**config.mk**
```make
export PLATFORM = sky130hd
export DESIGN_NAME = aes_spi_slave
export DESIGN_NICKNAME = d
export VERILOG_FILES = /design/src/rtl/aes_spi_slave.sv
export SDC_FILE = /design/constraint.sdc
export NUM_CORES = 2
export LEC_CHECK = 0
export ABC_AREA = 1
export BUFFER_PORTS_ARGS = -buffer_cell sky130_fd_sc_hd__buf_4
export CORE_MARGIN = 3
export CORE_UTILIZATION = 40
export DETAILED_ROUTE_END_ITERATION = 6
export SETUP_SLACK_MARGIN = 0.05
export SLEW_MARGIN = 20
export SYNTH_ARGS = -nofsm -noshare
export SYNTH_HDL_FRONTEND = slang
export SYNTH_SLANG_ARGS = --single-unit
```
**constraint.sdc**
```tcl
create_clock -name clk -period 2.8 [get_ports clk]
set_clock_uncertainty 0.1 [all_clocks]
set_input_delay 0.56 -clock clk [delete_from_list [all_inputs] [get_ports clk]]
set_output_delay 0.56 -clock clk [all_outputs]
set_load 0.005 [all_outputs]
```
**src/rtl/aes_spi_slave.sv**
```systemverilog
// ---------------------------------------------------------------------------
// aes_spi_slave
//   SPI-slave (mode 0) end of the AES test link. A frame starts with an opcode
//   byte:
//     [7:6] 01 = LOAD_RUN, 10 = READ, other = ignored
//     [5]   1 = encrypt, 0 = decrypt
//     [1:0] key size: 00 = 128, 01 = 192, 10 = 256 bits
//   LOAD_RUN then carries the 128-bit block and the key, MSB first. When
//   chip-select rises, the block, key, key size and direction are loaded into
//   the core-facing registers and the core is started. READ returns a status
//   byte {result_valid, busy, overrun, bad_nk, par_err, 3'b0} followed by the
//   latched 128-bit result.
//
//   Optional feature: define AES_SPI_SLV_PARITY_EN to add one even-parity bit
//   after the key of a LOAD_RUN frame. The parity covers opcode, data and key.
//   A parity mismatch discards the frame and sets par_err. When the macro is
//   undefined, there is no parity bit and par_err is always 0.
//
// Ports
//   clk          system clock (>= 4x sclk)
//   rst          asynchronous reset, active low
//   sclk/cs_n    SPI clock (idle low) and chip select (active low)
//   mosi/miso    serial data in / out, MSB first; miso is 0 when idle
//   core_start   one-clk launch pulse to the AES core
//   core_enc     1 = encrypt, 0 = decrypt
//   core_nk      key size code for the core
//   core_data    block to the core
//   core_key     key to the core; shorter keys are left-justified
//   core_done    one-clk completion pulse from the core
//   core_result  core output, captured on core_done
//   busy         a start was issued and core_done has not been seen yet
//   result_valid the result register was loaded and no start has followed
//   err          OR of the sticky error bits
// ---------------------------------------------------------------------------
module aes_spi_slave #(
  parameter int SYNC_STAGES = 2,
  parameter int DATA_W      = 128,
  parameter int KEY_W       = 256
) (
  input  logic              clk,
  input  logic              rst,
  input  logic              sclk,
  input  logic              cs_n,
  input  logic              mosi,
  output logic              miso,
  output logic              core_start,
  output logic              core_enc,
  output logic [1:0]        core_nk,
  output logic [DATA_W-1:0] core_data,
  output logic [KEY_W-1:0]  core_key,
  input  logic              core_done,
  input  logic [DATA_W-1:0] core_result,
  output logic              busy,
  output logic              result_valid,
  output logic              err
);

`ifdef AES_SPI_SLV_PARITY_EN
  localparam int PAR_BITS = 1;
`else
  localparam int PAR_BITS = 0;
`endif
  localparam int CNT_W = $clog2(DATA_W + KEY_W + 2);
  localparam int TX_W  = DATA_W + 8;

  localparam logic [2:0] S_IDLE  = 3'd0;
  localparam logic [2:0] S_CMD   = 3'd1;
  localparam logic [2:0] S_RX    = 3'd2;
  localparam logic [2:0] S_DONE  = 3'd3;
  localparam logic [2:0] S_TX    = 3'd4;
  localparam logic [2:0] S_DRAIN = 3'd5;

  // Index of the last key bit within the RX phase (the data bits come first).
  function automatic logic [CNT_W-1:0] key_last(input logic [1:0] nk);
    int unsigned n;
    case (nk)
      2'b00:   n = DATA_W + 128;
      2'b01:   n = DATA_W + 192;
      default: n = DATA_W + KEY_W;
    endcase
    return CNT_W'(n - 1);
  endfunction

  // Left-justify a key that was shifted in from the LSB end.
  function automatic logic [KEY_W-1:0] justify_key(input logic [KEY_W-1:0] k,
                                                   input logic [1:0] nk);
    case (nk)
      2'b00:   return k << (KEY_W - 128);
      2'b01:   return k << (KEY_W - 192);
      default: return k;
    endcase
  endfunction

  // Input synchronisers and edge detection
  logic [SYNC_STAGES-1:0] sclk_sync_q, cs_sync_q, mosi_sync_q;
  logic                   sclk_prev_q, cs_prev_q;
  logic                   sclk_s, cs_s, mosi_s;
  logic                   sclk_rise, sclk_fall, cs_rise, cs_fall;

  always_ff @(posedge clk or negedge rst) begin
    if (!rst) begin
      sclk_sync_q <= '0;
      cs_sync_q   <= '1;
      mosi_sync_q <= '0;
      sclk_prev_q <= 1'b0;
      cs_prev_q   <= 1'b1;
    end else begin
      sclk_sync_q <= {sclk_sync_q[SYNC_STAGES-2:0], sclk};
      cs_sync_q   <= {cs_sync_q[SYNC_STAGES-2:0], cs_n};
      mosi_sync_q <= {mosi_sync_q[SYNC_STAGES-2:0], mosi};
      sclk_prev_q <= sclk_s;
      cs_prev_q   <= cs_s;
    end
  end

  assign sclk_s    = sclk_sync_q[SYNC_STAGES-1];
  assign cs_s      = cs_sync_q[SYNC_STAGES-1];
  assign mosi_s    = mosi_sync_q[SYNC_STAGES-1];
  assign sclk_rise = sclk_s & ~sclk_prev_q;
  assign sclk_fall = ~sclk_s & sclk_prev_q;
  assign cs_rise   = cs_s & ~cs_prev_q;
  assign cs_fall   = ~cs_s & cs_prev_q;

  // Frame state, shift registers and core-facing registers
  logic [2:0]        state_q, state_d;
  logic [CNT_W-1:0]  cnt_q, cnt_d;
  logic [1:0]        op_kind_q, op_kind_d;
  logic              op_enc_q, op_enc_d;
  logic [1:0]        op_nk_q, op_nk_d;
  logic [DATA_W-1:0] data_sh_q, data_sh_d;
  logic [KEY_W-1:0]  key_sh_q, key_sh_d;
  logic [TX_W-1:0]   tx_sh_q, tx_sh_d;
  logic              miso_q, miso_d;
  logic              start_q, start_d;
  logic              enc_q, enc_d;
  logic [1:0]        nk_q, nk_d;
  logic [DATA_W-1:0] cdata_q, cdata_d;
  logic [KEY_W-1:0]  ckey_q, ckey_d;
  logic [DATA_W-1:0] result_q, result_d;
  logic              busy_q, busy_d;
  logic              rv_q, rv_d;
  logic              overrun_q, overrun_d;
  logic              bad_nk_q, bad_nk_d;
  logic              rd_full_q, rd_full_d;
  logic              par_err_w;
`ifdef AES_SPI_SLV_PARITY_EN
  logic              par_q, par_d;
  logic              par_err_q, par_err_d;
  assign par_err_w = par_err_q;
`else
  assign par_err_w = 1'b0;
`endif

  always_comb begin
    state_d   = state_q;
    cnt_d     = cnt_q;
    op_kind_d = op_kind_q;
    op_enc_d  = op_enc_q;
    op_nk_d   = op_nk_q;
    data_sh_d = data_sh_q;
    key_sh_d  = key_sh_q;
    tx_sh_d   = tx_sh_q;
    miso_d    = miso_q;
    start_d   = 1'b0;
    enc_d     = enc_q;
    nk_d      = nk_q;
    cdata_d   = cdata_q;
    ckey_d    = ckey_q;
    result_d  = result_q;
    busy_d    = busy_q;
    rv_d      = rv_q;
    overrun_d = overrun_q;
    bad_nk_d  = bad_nk_q;
    rd_full_d = rd_full_q;
`ifdef AES_SPI_SLV_PARITY_EN
    par_d     = par_q;
    par_err_d = par_err_q;
`endif

    // Completion is applied first so a same-cycle commit below overrides it.
    if (core_done && busy_q) begin
      result_d = core_result;
      busy_d   = 1'b0;
      rv_d     = 1'b1;
    end

    if (cs_rise) begin
      state_d = S_IDLE;
      miso_d  = 1'b0;
      // Only a LOAD_RUN frame that received all its bits reaches DONE.
      if (state_q == S_DONE) begin
        if (op_nk_q == 2'b11) begin
          bad_nk_d = 1'b1;
        end
`ifdef AES_SPI_SLV_PARITY_EN
        else if (par_q) begin
          par_err_d = 1'b1;
        end
`endif
        else if (busy_q && !core_done) begin
          overrun_d = 1'b1;
        end else begin
          cdata_d = data_sh_q;
          ckey_d  = justify_key(key_sh_q, op_nk_q);
          nk_d    = op_nk_q;
          enc_d   = op_enc_q;
          start_d = 1'b1;
          busy_d  = 1'b1;
          rv_d    = 1'b0;
        end
      end
      if (rd_full_q) begin
        overrun_d = 1'b0;
        bad_nk_d  = 1'b0;
`ifdef AES_SPI_SLV_PARITY_EN
        par_err_d = 1'b0;
`endif
      end
    end else if (cs_fall && (state_q == S_IDLE)) begin
      state_d   = S_CMD;
      cnt_d     = '0;
      rd_full_d = 1'b0;
`ifdef AES_SPI_SLV_PARITY_EN
      par_d     = 1'b0;
`endif
    end else begin
      case (state_q)
        S_CMD: begin
          if (sclk_rise) begin
`ifdef AES_SPI_SLV_PARITY_EN
            par_d = par_q ^ mosi_s;
`endif
            // Only the opcode fields that are used get stored.
            case (cnt_q[2:0])
              3'd0:    op_kind_d[1] = mosi_s;
              3'd1:    op_kind_d[0] = mosi_s;
              3'd2:    op_enc_d     = mosi_s;
              3'd6:    op_nk_d[1]   = mosi_s;
              3'd7:    op_nk_d[0]   = mosi_s;
              default: ;
            endcase
            cnt_d = cnt_q + CNT_W'(1);
            if (cnt_q == CNT_W'(7)) begin
              cnt_d = '0;
              case (op_kind_q)
                2'b01: state_d = S_RX;
                2'b10: begin
                  state_d = S_TX;
                  tx_sh_d = {rv_q, busy_q, overrun_q, bad_nk_q, par_err_w,
                             3'b000, result_q};
                end
                default: state_d = S_DRAIN;
              endcase
            end
          end
        end
        S_RX: begin
          if (sclk_rise) begin
`ifdef AES_SPI_SLV_PARITY_EN
            par_d = par_q ^ mosi_s;
`endif
            if (cnt_q < CNT_W'(DATA_W)) begin
              data_sh_d = {data_sh_q[DATA_W-2:0], mosi_s};
            end else if (cnt_q <= key_last(op_nk_q)) begin
              key_sh_d = {key_sh_q[KEY_W-2:0], mosi_s};
            end
            cnt_d = cnt_q + CNT_W'(1);
            if (cnt_q == key_last(op_nk_q) + CNT_W'(PAR_BITS)) begin
              state_d = S_DONE;
            end
          end
        end
        S_TX: begin
          if (sclk_fall) begin
            miso_d  = tx_sh_q[TX_W-1];
            tx_sh_d = {tx_sh_q[TX_W-2:0], 1'b0};
          end
          if (sclk_rise) begin
            cnt_d = cnt_q + CNT_W'(1);
            if (cnt_q == CNT_W'(TX_W - 1)) begin
              state_d   = S_DRAIN;
              rd_full_d = 1'b1;
            end
          end
        end
        S_DRAIN: begin
          if (sclk_fall) begin
            miso_d = 1'b0;
          end
        end
        default: ;
      endcase
    end
  end

  always_ff @(posedge clk or negedge rst) begin
    if (!rst) begin
      state_q   <= S_IDLE;
      cnt_q     <= '0;
      op_kind_q <= '0;
      op_enc_q  <= 1'b0;
      op_nk_q   <= '0;
      data_sh_q <= '0;
      key_sh_q  <= '0;
      tx_sh_q   <= '0;
      miso_q    <= 1'b0;
      start_q   <= 1'b0;
      enc_q     <= 1'b0;
      nk_q      <= '0;
      cdata_q   <= '0;
      ckey_q    <= '0;
      result_q  <= '0;
      busy_q    <= 1'b0;
      rv_q      <= 1'b0;
      overrun_q <= 1'b0;
      bad_nk_q  <= 1'b0;
      rd_full_q <= 1'b0;
`ifdef AES_SPI_SLV_PARITY_EN
      par_q     <= 1'b0;
      par_err_q <= 1'b0;
`endif
    end else begin
      state_q   <= state_d;
      cnt_q     <= cnt_d;
      op_kind_q <= op_kind_d;
      op_enc_q  <= op_enc_d;
      op_nk_q   <= op_nk_d;
      data_sh_q <= data_sh_d;
      key_sh_q  <= key_sh_d;
      tx_sh_q   <= tx_sh_d;
      miso_q    <= miso_d;
      start_q   <= start_d;
      enc_q     <= enc_d;
      nk_q      <= nk_d;
      cdata_q   <= cdata_d;
      ckey_q    <= ckey_d;
      result_q  <= result_d;
      busy_q    <= busy_d;
      rv_q      <= rv_d;
      overrun_q <= overrun_d;
      bad_nk_q  <= bad_nk_d;
      rd_full_q <= rd_full_d;
`ifdef AES_SPI_SLV_PARITY_EN
      par_q     <= par_d;
      par_err_q <= par_err_d;
`endif
    end
  end

  assign miso         = miso_q;
  assign core_start   = start_q;
  assign core_enc     = enc_q;
  assign core_nk      = nk_q;
  assign core_data    = cdata_q;
  assign core_key     = ckey_q;
  assign busy         = busy_q;
  assign result_valid = rv_q;
  assign err          = overrun_q | bad_nk_q | par_err_w;

endmodule

```
==> flow_metrics.tcl <==
set metrics [dict create \
    cts_root_buf "clkbuf_16" \
    antenna_found_initial 3 \
    yosys_warnings 0 \
    synth_area_per_cell_um2 9.12 \
    crit_type "register to register" \
    core_area_um2 109000 \
    slowest_stage "dfstp_2" \
    final-seq-area_um2 26700 \
    final_nets 5547 \
    hold_violations 0 \
    die-area_um2 114000 \
    wirelength_um 120000 \
    multi_input_area_um2 14600 \
    vias 34600 \
    ys_seq_elements 1067 \
    area_delta_synth_final_pct 25.4 \
    drcViolationCount 0 \
    crit_fanout 136 \
    cts.path.max_buffers 3 \
    setup_tns_ns 0 \
    fin_area_um2 55300 \
    utilization_pct 50.6 \
    synth_top_area_share_pct 60.4 \
    critPathBufInv 2 \
    cpLargestDelayFamily "simple AND/OR/NAND/NOR gates" \
    seq_area_frac_synth_pct 60.6 \
    clock-sinks 1067 \
    first_pass_iters 6 \
    routabilityCongestion 0.905 \
    initial_core_util_pct 40.4 \
    cts_buffers 113 \
    drt_iter0_drc 2700 \
    track_usage_pct 20.9 \
    syn_inst 4832 \
    grt_pass1_vias 33800 \
    critPathRequiredTime_ns 3.31 \
    ir_worst_vdd_v 0.000692 \
    syn_nets 4977 \
    rows 121 \
    endpoint_kind "register" \
    dieHeight_um 338 \
    finalMaxSlewViolations 0 \
    grt_overflow 0 \
    synth_area_um2 44100 \
    drv_cap 0 \
    top_level_ports 526 \
    wl_per_cell_um 17.2 \
    fin_crit_sh_pct 89.8 \
    power_density_nw_per_um2 935 \
    yosysTopAreaCell "dfrtp_1" \
    status "finished, final reports clean" \
    p_leak_nw 26.1 \
    arrival_ns 3.03 \
    synth_ff_type "dfrtp_1" \
    synth_edf_count 0 \
    die_w_um 338 \
    antenna_left 0 \
    drive_gt1_share_pct 17.9 \
    path_cells "inv_1 -> nand2_1 -> nand2_1 -> nor3_4 -> buf_12 -> nand3_1 -> nand2_1" \
    period_minus_slack_ns 2.51 \
    grt_pass1_wl_um 192000 \
    dpl_cell_area_um2 50000 \
    num-fill-cells 10100 \
    rsz0062_at_grt "false" \
    slowest_delay_ns 0.51 \
    hold_class "register to register" \
    synthTopCellsByArea "dfrtp_1 (60%), nand2_1 (13%), o21ai_0 (7.0%)" \
    cpMostUsedCell "nand2_1" \
    maxClockFrequency_mhz 398 \
    synthArstFlopShare_pct 100 \
    grt_max_degree 144 \
    cts_tree "built" \
    hpwlAfterDp_um 79400 \
    port_buffers 525 \
    clk_pin_slew_ns 0.06 \
    clk_latency_ns 0.68 \
    synth_cell_types 33 \
    setup_viol 0 \
    slew-limit-headroom_pct 36.7 \
    startpoint_type "register" \
    h-tree-depth 3 \
    vias_per_cell 4.97 \
    tightestPinTransition_ns 0.950 \
]
-- placed cells by master (no fill, tap or decap), types with 2 or more instances in the layout --
cell type	synthesis	final
dfrtp_1	1064	1063
clkinv_2	0	23
nand2_1	1570	1564
o22ai_1	69	69
inv_6	0	4
clkbuf_8	0	27
nand3_1	218	218
dfstp_2	3	3
nand2_4	0	6
a21oi_1	135	135
inv_2	5	4
clkbuf_1	157	20
o21ai_0	615	615
o21ai_1	285	284
inv_1	347	347
nand3b_1	5	5
nor3_1	4	4
clkinvlp_4	0	2
xor2_1	2	2
nor3b_1	4	4
mux2_2	128	128
nand4_1	5	5
a221oi_1	2	2
bufinv_16	0	12
ha_1	11	11
nor2_4	0	3
clkbuf_16	0	117
buf_4	11	586
nor2_1	30	27
buf_12	0	55
dlygate4sd3_1	0	133
-- layer usage --
layer / part of all wire (%) / vias to the layer above / global-route usage [%] / wire length [um]
met4: 2.7 / 2 / 5.93 / 3250
met1: 44 / 16800 / 28.3 / 52200
met5: 0.011 / - / 0 / 13
li1: - / 16800 / - / -
met2: 47 / 793 / 33.8 / 56900
met3: 6.3 / 186 / 4.95 / 7510
-- stage by stage --
step	worst slack [ns]	cells	total power, mW	hold slack (ns)
floorplan	0.221	4832	28.9	0.164
global placement	0.369	6630	36.1	0.237
detailed placement	0.307	6630	36.4	0.240
CTS	0.309	6969	52.4	0.253
global route	0.106	6969	55.1	0.266
finish	0.286	6970	51.7	0.251
-- worst paths after layout --
check | cells past startpoint | from | slack, ns | to
min in group asynchronous | 2 | rst | 0.33 | core_key[27]$_DFFE_PN0P_
worst max register to register | 7 | cs_prev_q$_DFF_PN1_ | 0.29 | tx_sh_q[55]$_DFFE_PN0P_
worst min register to register | 0 | mosi_sync_q[0]$_DFF_PN0_ | 0.25 | mosi_sync_q[1]$_DFF_PN0_
max in group asynchronous | 3 | rst | 1.29 | tx_sh_q[29]$_DFFE_PN0P_
worst max-delay path | 7 | cs_prev_q$_DFF_PN1_ | 0.29 | tx_sh_q[55]$_DFFE_PN0P_
worst min-delay path | 0 | mosi_sync_q[0]$_DFF_PN0_ | 0.25 | mosi_sync_q[1]$_DFF_PN0_
-- cells in the mapped netlist (2+ instances only) --
library cell	instances
nand2_1	1570
dfrtp_1	1064
o21ai_0	615
inv_1	347
o21ai_1	285
nand3_1	218
clkbuf_1	157
a21oi_1	135
mux2_2	128
buf_2	111
o22ai_1	69
nor2_1	30
buf_6	18
clkbuf_2	12
buf_1	11
buf_4	11
ha_1	11
inv_2	5
nand3b_1	5
nand4_1	5
nor3_1	4
nor3b_1	4
dfstp_2	3
a221oi_1	2
nand2_2	2
nor3_2	2
xor2_1	2
-- report_power, final --
part | total [mW] | leakage [nW] | internal (mW) | switching (mW)
combinational | 13.7 | 10.3 | 6.47 | 7.20
clock | 15.6 | 1.94 | 9.42 | 6.21
sequential | 22.4 | 13.9 | 19.5 | 2.84
total | 51.7 | 26.1 | 35.4 | 16.3
-- cell families (layout without fill, tap and decap cells) --
group | after synthesis | count (layout) | share of synthesized area, %
simple gates | 1841 | 1841 | 16.5
compound gates | 1110 | 1110 | 12.8
flops | 1067 | 1067 | 60.6
xor+xnor | 2 | 2 | 0.0398
other cells | 0 | 1 | 0
mux | 128 | 128 | 3.27
fa+ha+maj | 11 | 11 | 0.312
buf+inv | 673 | 1334 | 6.49
-- timing repair --
item | 4_1_cts | 5_1_grt
setup buffers | 0 | 0
gates resized for setup | 0 | 0
hold buffers | 133 | 0
hold endpoints to repair | 158 | 0
-- registers in the layout, summed over array words and instances (netlist names), 2 cells and up --
signal	cells
cnt_q	9
core_data	128
core_key	256
core_nk	2
cs_sync_q	2
data_sh_q	128
key_sh_q	256
mosi_sync_q	2
op_kind_q	2
op_nk_q	2
result_q	128
sclk_sync_q	2
state_q	3
tx_sh_q	136
-- final cells by class --
| class | count | area share (%) |
|---|---|---|
| multi-input cells | 3092 | 26.4 |
| diodes | 1 | 0.00453 |
| inverters | 353 | 2.43 |
| clock inverters | 42 | 0.967 |
| clock buffers | 164 | 6.11 |
| well taps | 1476 | 3.34 |
| flip-flops and latches | 1067 | 48.3 |
| repair buffers | 775 | 12.4 |
Power figures use the tool's default switching activity.
